--- src/rtl/alu_seq_pkg.sv ---
// -----------------------------------------------------------------------------
// alu_seq_pkg
//   Shared definitions for the wide sequential ALU initiator: request opcodes,
//   the opcode values understood by the external 4-bit ALU slice, the initiator
//   state encoding and the slice width.
//   No ports (package).
// -----------------------------------------------------------------------------
package alu_seq_pkg;

  // Width of one pass through the external ALU.
  localparam int SLICE_W = 4;

  // Request opcodes as presented on req_op.
  typedef enum logic [2:0] {
    OP_ADD = 3'b000,
    OP_SUB = 3'b001,
    OP_NOT = 3'b010,
    OP_AND = 3'b011,
    OP_OR  = 3'b100,
    OP_XOR = 3'b101,
    OP_LTU = 3'b110,
    OP_EQ  = 3'b111
  } op_e;

  // Opcodes understood by the external 4-bit ALU slice.
  localparam logic [2:0] ALU_SEL_ADD = 3'b000;
  localparam logic [2:0] ALU_SEL_NOT = 3'b010;
  localparam logic [2:0] ALU_SEL_AND = 3'b011;
  localparam logic [2:0] ALU_SEL_OR  = 3'b100;
  localparam logic [2:0] ALU_SEL_XOR = 3'b101;

  // Initiator sequencing states.
  typedef enum logic [1:0] {
    IDLE = 2'b00,
    RUN  = 2'b01,
    DONE = 2'b10
  } state_e;

  // Subtract and unsigned compare both run as A + ~B + 1 on the adder.
  function automatic logic opInvertsB(input op_e op);
    return (op == OP_SUB) || (op == OP_LTU);
  endfunction

  // Ops whose slices are chained through the carry register.
  function automatic logic opChainsCarry(input op_e op);
    return (op == OP_ADD) || (op == OP_SUB) || (op == OP_LTU);
  endfunction

endpackage

--- src/rtl/alu_wide_acc.sv ---
// -----------------------------------------------------------------------------
// alu_wide_acc
//   Slice-indexed result accumulator for the wide sequential ALU. Holds the
//   partial wide result and the carry between slices, and offers the result as
//   it will look once the current slice is merged, plus a zero reduce of it.
// Ports
//   clk            in   clock, rising edge
//   rst            in   asynchronous active-high reset
//   i_clr          in   clear result and carry (new request accepted)
//   i_wr           in   merge i_slice at i_idx and capture i_cf
//   i_idx          in   slice index being processed
//   i_slice        in   4-bit slice result from the external ALU
//   i_cf           in   slice carry-out from the external ALU
//   o_carry        out  registered carry from the previous slice
//   o_resultNext   out  stored result with the current slice merged in
//   o_nextZero     out  o_resultNext == 0
// -----------------------------------------------------------------------------
module alu_wide_acc
  import alu_seq_pkg::*;
#(
  parameter int WIDTH = 16,
  parameter int NSL   = WIDTH / SLICE_W,
  parameter int IDXW  = $clog2(NSL)
) (
  input  logic                clk,
  input  logic                rst,
  input  logic                i_clr,
  input  logic                i_wr,
  input  logic [IDXW-1:0]     i_idx,
  input  logic [SLICE_W-1:0]  i_slice,
  input  logic                i_cf,
  output logic                o_carry,
  output logic [WIDTH-1:0]    o_resultNext,
  output logic                o_nextZero
);

  logic [WIDTH-1:0] r_result;
  logic             r_carry;

  // The merged view lets the owner register the final wide result in the
  // same cycle the last slice comes back, without waiting a cycle.
  always_comb begin
    o_resultNext = r_result;
    o_resultNext[i_idx*SLICE_W +: SLICE_W] = i_slice;
  end

  assign o_nextZero = (o_resultNext == '0);
  assign o_carry    = r_carry;

  // Result and carry are cleared on accept so stale bits from the previous
  // op can never leak into the zero reduce used for eq.
  always_ff @(posedge clk or posedge rst) begin
    if (rst) begin
      r_result <= '0;
      r_carry  <= 1'b0;
    end else if (i_clr) begin
      r_result <= '0;
      r_carry  <= 1'b0;
    end else if (i_wr) begin
      r_result <= o_resultNext;
      r_carry  <= i_cf;
    end
  end

endmodule

--- src/rtl/alu_wide_seq.sv ---
// -----------------------------------------------------------------------------
// alu_wide_seq
//   Initiator that runs a WIDTH-bit operation through one external 4-bit ALU
//   slice, LSB nibble first, chaining carry, and returns the assembled result
//   and flags on a valid/ready response.
// Ports
//   clk, rst                    clock, asynchronous active-high reset
//   req_valid/req_ready         request handshake
//   req_op, req_a, req_b        opcode and WIDTH-bit operands
//   alu_a, alu_b, alu_sel,
//   alu_cin                     drive to the external 4-bit ALU
//   alu_out, alu_cf, alu_of     combinational result from the external ALU
//   rsp_valid/rsp_ready         response handshake
//   rsp_data, rsp_cf, rsp_of,
//   rsp_zf                      wide result and flags
//   of_sticky, sticky_clr       only with ALU_WIDE_SEQ_STICKY_EN defined:
//                               overflow seen on a delivered response / clear
// Configuration macro: ALU_WIDE_SEQ_STICKY_EN
// -----------------------------------------------------------------------------
module alu_wide_seq
  import alu_seq_pkg::*;
#(
  parameter int WIDTH = 16
) (
  input  logic               clk,
  input  logic               rst,
  input  logic               req_valid,
  output logic               req_ready,
  input  logic [2:0]         req_op,
  input  logic [WIDTH-1:0]   req_a,
  input  logic [WIDTH-1:0]   req_b,
  output logic [3:0]         alu_a,
  output logic [3:0]         alu_b,
  output logic [2:0]         alu_sel,
  output logic               alu_cin,
  input  logic [3:0]         alu_out,
  input  logic               alu_cf,
  input  logic               alu_of,
  output logic               rsp_valid,
  input  logic               rsp_ready,
  output logic [WIDTH-1:0]   rsp_data,
  output logic               rsp_cf,
  output logic               rsp_of,
  output logic               rsp_zf
`ifdef ALU_WIDE_SEQ_STICKY_EN
  ,
  output logic               of_sticky,
  input  logic               sticky_clr
`endif
);

  localparam int NSL  = WIDTH / SLICE_W;
  localparam int IDXW = $clog2(NSL);
  localparam logic [IDXW-1:0] LAST_IDX = IDXW'(NSL - 1);

  state_e             r_state;
  state_e             w_nextState;
  logic [IDXW-1:0]    r_idx;
  op_e                r_op;
  logic [WIDTH-1:0]   r_a;
  logic [WIDTH-1:0]   r_b;

  logic               r_rspValid;
  logic [WIDTH-1:0]   r_rspData;
  logic               r_rspCf;
  logic               r_rspOf;
  logic               r_rspZf;

  logic               w_accept;
  logic               w_lastSlice;
  logic [SLICE_W-1:0] w_aSlice;
  logic [SLICE_W-1:0] w_bSlice;
  logic               w_carry;
  logic [WIDTH-1:0]   w_resultNext;
  logic               w_nextZero;
  logic [WIDTH-1:0]   w_rspData;
  logic               w_rspCf;
  logic               w_rspOf;

  assign w_accept    = (r_state == IDLE) && req_valid;
  assign w_lastSlice = (r_state == RUN) && (r_idx == LAST_IDX);
  assign w_aSlice    = r_a[r_idx*SLICE_W +: SLICE_W];
  assign w_bSlice    = r_b[r_idx*SLICE_W +: SLICE_W];

  alu_wide_acc #(
    .WIDTH (WIDTH)
  ) u_acc (
    .clk          (clk),
    .rst          (rst),
    .i_clr        (w_accept),
    .i_wr         (r_state == RUN),
    .i_idx        (r_idx),
    .i_slice      (alu_out),
    .i_cf         (alu_cf),
    .o_carry      (w_carry),
    .o_resultNext (w_resultNext),
    .o_nextZero   (w_nextZero)
  );

  // State register.
  always_ff @(posedge clk or posedge rst) begin
    if (rst) r_state <= IDLE;
    else     r_state <= w_nextState;
  end

  // Next-state: one RUN cycle per slice, then hold in DONE until the
  // response is taken.
  always_comb begin
    w_nextState = r_state;
    case (r_state)
      IDLE:    if (req_valid)   w_nextState = RUN;
      RUN:     if (w_lastSlice) w_nextState = DONE;
      DONE:    if (rsp_ready)   w_nextState = IDLE;
      default: w_nextState = IDLE;
    endcase
  end

  // Outputs: the ALU is only driven while slices are running so that it
  // sees all-zero inputs when idle. Carry-in of slice 0 is the +1 of the
  // two's complement for sub/ltu; eq runs as xor and is reduced afterwards.
  always_comb begin
    req_ready = (r_state == IDLE);
    alu_a     = '0;
    alu_b     = '0;
    alu_sel   = ALU_SEL_ADD;
    alu_cin   = 1'b0;
    if (r_state == RUN) begin
      alu_a = w_aSlice;
      alu_b = opInvertsB(r_op) ? ~w_bSlice : w_bSlice;
      if (r_idx == '0) alu_cin = opInvertsB(r_op);
      else             alu_cin = opChainsCarry(r_op) ? w_carry : 1'b0;
      case (r_op)
        OP_NOT: begin
          alu_sel = ALU_SEL_NOT;
          alu_b   = '0;
        end
        OP_AND:  alu_sel = ALU_SEL_AND;
        OP_OR:   alu_sel = ALU_SEL_OR;
        OP_XOR:  alu_sel = ALU_SEL_XOR;
        OP_EQ:   alu_sel = ALU_SEL_XOR;
        default: alu_sel = ALU_SEL_ADD;
      endcase
    end
  end

  // Final response value, formed from the last slice as it comes back.
  // ltu's answer is the borrow of A - B, i.e. the inverted final carry.
  always_comb begin
    w_rspData = w_resultNext;
    w_rspCf   = 1'b0;
    w_rspOf   = 1'b0;
    case (r_op)
      OP_LTU: begin
        w_rspData    = '0;
        w_rspData[0] = ~alu_cf;
      end
      OP_EQ: begin
        w_rspData    = '0;
        w_rspData[0] = w_nextZero;
      end
      OP_ADD, OP_SUB: begin
        w_rspCf = alu_cf;
        w_rspOf = alu_of;
      end
      default: ;
    endcase
  end

  // Operand latch, slice index and response registers. The response is
  // held untouched in DONE so it stays stable under backpressure.
  always_ff @(posedge clk or posedge rst) begin
    if (rst) begin
      r_idx      <= '0;
      r_op       <= OP_ADD;
      r_a        <= '0;
      r_b        <= '0;
      r_rspValid <= 1'b0;
      r_rspData  <= '0;
      r_rspCf    <= 1'b0;
      r_rspOf    <= 1'b0;
      r_rspZf    <= 1'b0;
    end else begin
      case (r_state)
        IDLE: begin
          if (req_valid) begin
            r_op  <= op_e'(req_op);
            r_a   <= req_a;
            r_b   <= req_b;
            r_idx <= '0;
          end
        end
        RUN: begin
          if (r_idx == LAST_IDX) begin
            r_idx      <= '0;
            r_rspValid <= 1'b1;
            r_rspData  <= w_rspData;
            r_rspCf    <= w_rspCf;
            r_rspOf    <= w_rspOf;
            r_rspZf    <= (w_rspData == '0);
          end else begin
            r_idx <= r_idx + 1'b1;
          end
        end
        DONE: begin
          if (rsp_ready) r_rspValid <= 1'b0;
        end
        default: ;
      endcase
    end
  end

  assign rsp_valid = r_rspValid;
  assign rsp_data  = r_rspData;
  assign rsp_cf    = r_rspCf;
  assign rsp_of    = r_rspOf;
  assign rsp_zf    = r_rspZf;

`ifdef ALU_WIDE_SEQ_STICKY_EN
  logic r_ofSticky;

  // Remembers that any delivered response overflowed; a new overflow wins
  // over a clear arriving in the same cycle so it is never lost.
  always_ff @(posedge clk or posedge rst) begin
    if (rst)                                 r_ofSticky <= 1'b0;
    else if (r_rspValid && rsp_ready && r_rspOf) r_ofSticky <= 1'b1;
    else if (sticky_clr)                     r_ofSticky <= 1'b0;
  end

  assign of_sticky = r_ofSticky;
`endif

endmodule

--- config.mk ---
export PLATFORM = sky130hd
export DESIGN_NAME = alu_wide_seq
export DESIGN_NICKNAME = d
export VERILOG_FILES = /design/src/rtl/alu_seq_pkg.sv /design/src/rtl/alu_wide_acc.sv /design/src/rtl/alu_wide_seq.sv
export SDC_FILE = /design/constraint.sdc
export NUM_CORES = 1
export LEC_CHECK = 0
export BUFFER_PORTS_ARGS = -buffer_cell sky130_fd_sc_hd__buf_2
export CORE_MARGIN = 2
export CORE_UTILIZATION = 59
export DETAILED_ROUTE_END_ITERATION = 10
export PLACE_DENSITY = 0.84
export SKIP_LAST_GASP = 1
export SYNTH_ARGS = -nofsm -noshare
export SYNTH_HDL_FRONTEND = slang
export SYNTH_HIERARCHICAL = 1
export SYNTH_SLANG_ARGS = --single-unit
--- constraint.sdc ---
create_clock -name clk -period 4.5 [get_ports clk]
set_input_delay 0.9 -clock clk [delete_from_list [all_inputs] [get_ports clk]]
set_output_delay 0.9 -clock clk [all_outputs]
set_load 0.01 [all_outputs]
Word level (Yosys, flattened, before mapping)
Index checks and enable logic that the tools add are counted.
- bitwise logic cells: 2
- equality and inequality tests: 14
- reduce and logical (&&, ||, !) cells: 20
- multiplexer cells: 27
- shifts and indexed selects: 4
- add/sub/neg operators: 2
- operators by type and width (kind ; number):
    $neg 4->34 ; 1
    $shift 4x34->16 const A ; 1
    $shiftx 4x34->16 ; 1
    $logic_not 16->1 ; 2
    $mux 16 ; 2
    $pmux 16 s2 ; 1
    $shiftx 16x5->4 ; 2
    $bwmux 16 ; 1
    $mux 4 ; 4
    $eq 3x3->1 const B ; 4
    $pmux 3 s4 ; 1
    $mux 2 ; 5
    $mux 1 ; 9
    $ne 2x2->1 const B ; 4
    $eq 3x2->1 const B ; 2
    $pmux 2 s3 ; 1
    $reduce_and 2->1 ; 3
    $reduce_and 3->1 ; 2
    $reduce_bool 2->1 ; 3
    $eq 2x2->1 const B ; 2
    $logic_not 2->1 ; 2
    $not 4->4 ; 1
    $pmux 2 s2 ; 1
    $reduce_or 2->1 ; 2
    other kinds (9) ; 12
- input bits: 45
- register bits after elaboration: 76

Logic depth before layout (Yosys ltp)
- word-level depth: 6
- depth in mapped cells: 11

By module
Netlist, hierarchy kept.
- by module, submodules not included (module ; area each (um^2) ; seq. area each (um^2) ; cells an instance ; times used):
    alu_wide_seq ; 2801.4 ; 1476.4 ; 235 ; 1
    alu_wide_acc ; 1074.8 ; 425.4 ; 125 ; 1

Worst setup path after synthesis
OpenSTA, ideal clock, no wires.
- path type: reg-to-output
- start point: register r_idx[0]
- end point: output port alu_b[1]
- path buffers: 1
- data required time: 3.600 ns
- slack: 1.846 ns
- data arrival time: 1.754 ns
- stages on the path, launching flop included: 5
- cell sequence: dfrtp_1 -> buf_6 -> mux4_2 -> mux2_1 -> a21oi_1
- word-level cells in the longest chain between the ends: 5
- RTL lines (element ; RTL line ; text):
    start: declaration ; alu_wide_seq.sv:58 ; logic [IDXW-1:0] r_idx;
    start signal: assignment ; alu_wide_seq.sv:201 ; r_idx <= r_idx + 1'b1;
    $shiftx 16x5->4 * ; alu_wide_seq.sv:83 ; assign w_bSlice = r_b[r_idx*SLICE_W +: SLICE_W];
    $not 4->4 ; alu_wide_seq.sv:129 ; alu_b = opInvertsB(r_op) ? ~w_bSlice : w_bSlice;
    $mux 4 * ; alu_wide_seq.sv:129 ;
    $mux 4 * ; alu_wide_seq.sv:132 ; case (r_op)
    $mux 4 * ; alu_wide_seq.sv:127 ; if (r_state == RUN) begin
    end: declaration ; alu_wide_seq.sv:33 ; output logic [3:0] alu_b,
Mark *: on every way between the ends. The rest lies on a longest branch, timed or not.

Worst setup path in the final report
- start point: register r_state[1]
- end point: output port alu_a[2]
- word-level cells in the longest chain between the ends: 2
- RTL lines (element ; RTL line ; text):
    start: declaration ; alu_wide_seq.sv:56 ; state_e r_state;
    start signal: assignment ; alu_wide_seq.sv:103 ; else r_state <= w_nextState;
    $eq 2x1->1 ; alu_wide_seq.sv:127 ;
    $mux 4 ; alu_wide_seq.sv:127 ;
    end: declaration ; alu_wide_seq.sv:32 ; output logic [3:0] alu_a,
Every way passes these cells.

==> out/metrics.cfg <==
[run_status]
outcome=finished, final reports clean

[global_routing]
overflow=0
gr-usage-met3=0.0613
grtUsageMet1=0.324
antenna_found_initial=0
grt_pass1_vias=2982
grt_start_max_net_pins=58
grt_usage=0.246
top_usage_layer=met2
grt_pass1_wl_mm=14.1
grt_use_met2=0.374

[floorplan]
die-area_um2=7230
die_w_um=85.1
start_util=0.610
io_pins=78
core_area_um2=6350
fp.dieH_um=85.1
std_cell_rows=29

[timing]
slew_viol_final=0
finalCritPeriodShare=0.721
setup_violations=0
period_needed_ns=3.24
fin_tns_setup_ns=0
tightest_slew_ns=0.762
rsz0062_at_grt=false
hold_viol=0
worst_slack_ns=1.26
max_clock_freq_mhz=308
slew_headroom=0.491
skew_ns=0.00794

[cts]
cts_tree=yes
clock_path_buffers=2
cts_setup_buffers=0
clock_latency_ns=0.34
clkTransAtPathRegs_ns=0.08
cts_resized=0
cts_root_buffer=clkbuf_8
ctsHoldBuffers=0
cts_buffers=9
htree_num_levels=3
cts.sinks=76

[finish]
final_common_cell=buf_2
drive_above_1_share=0.322
diodes=0
mostFrequentLayoutCells=buf_2, dfrtp_1, nand2_1, mux2_2, o21ai_0
layout.nets=485
utilization=0.707
fillers=447
area_growth_pct=15.8

[worst_setup_path]
worstPathMaxFanout=22
reg2reg_depth=11
path_cells=nand2b_1 -> inv_1 -> buf_4 -> and2_1 -> buf_2
crit_path_max_incr_delay_ns=0.65
crit_arrival_ns=2.34
worst-path-stages=5
endpoint_kind=output pin
cpMaxStageDelayCell=inv_1
cp-start-kind=flop
crit_family=buffers and inverters
path_buf_inv=3
path_class=reg -> out
crit_required_ns=3.60

[drt]
postRouteAntennaNets=0
dr.first_iter.drc_count=247
num_vias=3013
avgViaCountPerCell=5.85
drc=0
routed_wirelength_mm=8.33
routedWlPerCell_um=16.2
first_pass_iters=4

[synth]
syn-mean-instance-area_um2=10.8
ys_top_cells_by_area=dfrtp_1, mux2_2, nand2_1
ys_seq_area_frac=0.491
yosys.area.top_type_share=0.491
yosys_warnings=6
ys_ff_latch=76
ys.flop_type=dfrtp_1
syn_nets=412
synth_top_cell_by_area=dfrtp_1
yosysUniqueCellTypes=42
synthesis.area_um2=3880
synth-async-reset-ratio=1.00
synth_edf_count=0
netlist_instances=360

[worst_hold_path]
worstHoldPathCells=2
hp-class=reg -> reg

[placement]
globalplace.congestion=0.943
pre_cts_slack_ns=1.52
portBuffers=77
hpwlAfterDp_mm=5.93

[power_and_ir_drop]
leakagePower_nw=2.16
power_density_nw_per_um2=761
vdd_ir_drop_max_mv=0.497
power_w=0.00341

[flow_run]
cap_violations=0

-- where the power goes --
group          total (W)  switching (W)  internal [W]
registers        0.00122       0.000223      0.000997
logic            0.00167       0.000897      0.000770
clock network   0.000528       0.000254      0.000274
total            0.00341        0.00137       0.00204
-- cell usage after synthesis (all sizes together) (3+ instances only) --
| library cell | instances |
|---|---|
| nor2b | 11 |
| a41oi | 4 |
| ha | 7 |
| nor4 | 4 |
| and2 | 7 |
| o21ai | 24 |
| dfrtp | 76 |
| nand2 | 49 |
| nor3b | 4 |
| buf | 10 |
| a21oi | 6 |
| a211oi | 11 |
| nor2 | 21 |
| nand4 | 3 |
| mux2i | 9 |
| nand2b | 4 |
| mux2 | 38 |
| a31oi | 7 |
| mux4 | 8 |
| clkbuf | 10 |
| inv | 24 |
| nor3 | 3 |
-- cells by family (layout without fill, tap and decap cells) --
group                    after synthesis  count (layout)  synth area share
AND/OR/NAND/NOR                      111             111             0.137
buffers and inverters                 44             122            0.0529
AO/OA/AOI/OAI                         66              66             0.110
flip-flops                            76              76             0.491
XOR/XNOR                               1               1           0.00226
multiplexers                          55              55             0.184
adder cells (fa/ha/maj)                7               7            0.0226
-- final timing paths --
kind	start	end	slack, ns
setup / recovery	r_state[1]	alu_a[2]	1.26
hold / removal	rsp_data[11]	rsp_data[11]	0.48
setup reg to reg	r_idx[0]	rsp_data[0]	1.46
hold reg to reg	rsp_data[11]	rsp_data[11]	0.48
max in group asynchronous	rst	rsp_data[11]	3.06
min in group asynchronous	rst	r_a[10]	0.60
-- layer usage --
layer | wire length, um | up-vias
met5 | 0 | -
met4 | 327 | 0
met2 | 3860 | 137
li1 | - | 1412
met1 | 3480 | 1435
met3 | 663 | 29
-- worst min-delay path, cell delays in order, from the launching register on --
cell	delay, ns
dfrtp_1	0.34
nand2_1	0.05
o21ai_0	0.06
-- state kept, by name, summed over array words and instances (netlist names) --
name,count
r_a,16
r_b,16
r_idx,2
r_op,3
r_state,2
rsp_cf,1
rsp_data,16
rsp_of,1
rsp_valid,1
rsp_zf,1
u_acc/o_carry,1
u_acc/r_result,16
-- per-stage QoR --
stage / std cells / hold WS [ns] / instance area [um2]
finish: 515 / 0.479 / 4490
global route: 515 / 0.498 / 4490
CTS: 515 / 0.486 / 4490
detailed placement: 499 / 0.465 / 4290
global placement: 499 / 0.456 / 4290
floorplan: 360 / 0.472 / 3880
-- final cells by class --
| class | count | area (um2) | area share |
|---|---|---|---|
| clock buffer | 11 | 141 | 0.0315 |
| clock inverter | 5 | 60.1 | 0.0134 |
| inverter | 24 | 90.1 | 0.0201 |
| multi-input combinational | 240 | 1770 | 0.395 |
| sequential | 76 | 1900 | 0.424 |
| tap | 77 | 96.3 | 0.0215 |
| timing repair buffer | 82 | 423 | 0.0943 |
(Power assumes the default switching activity.)
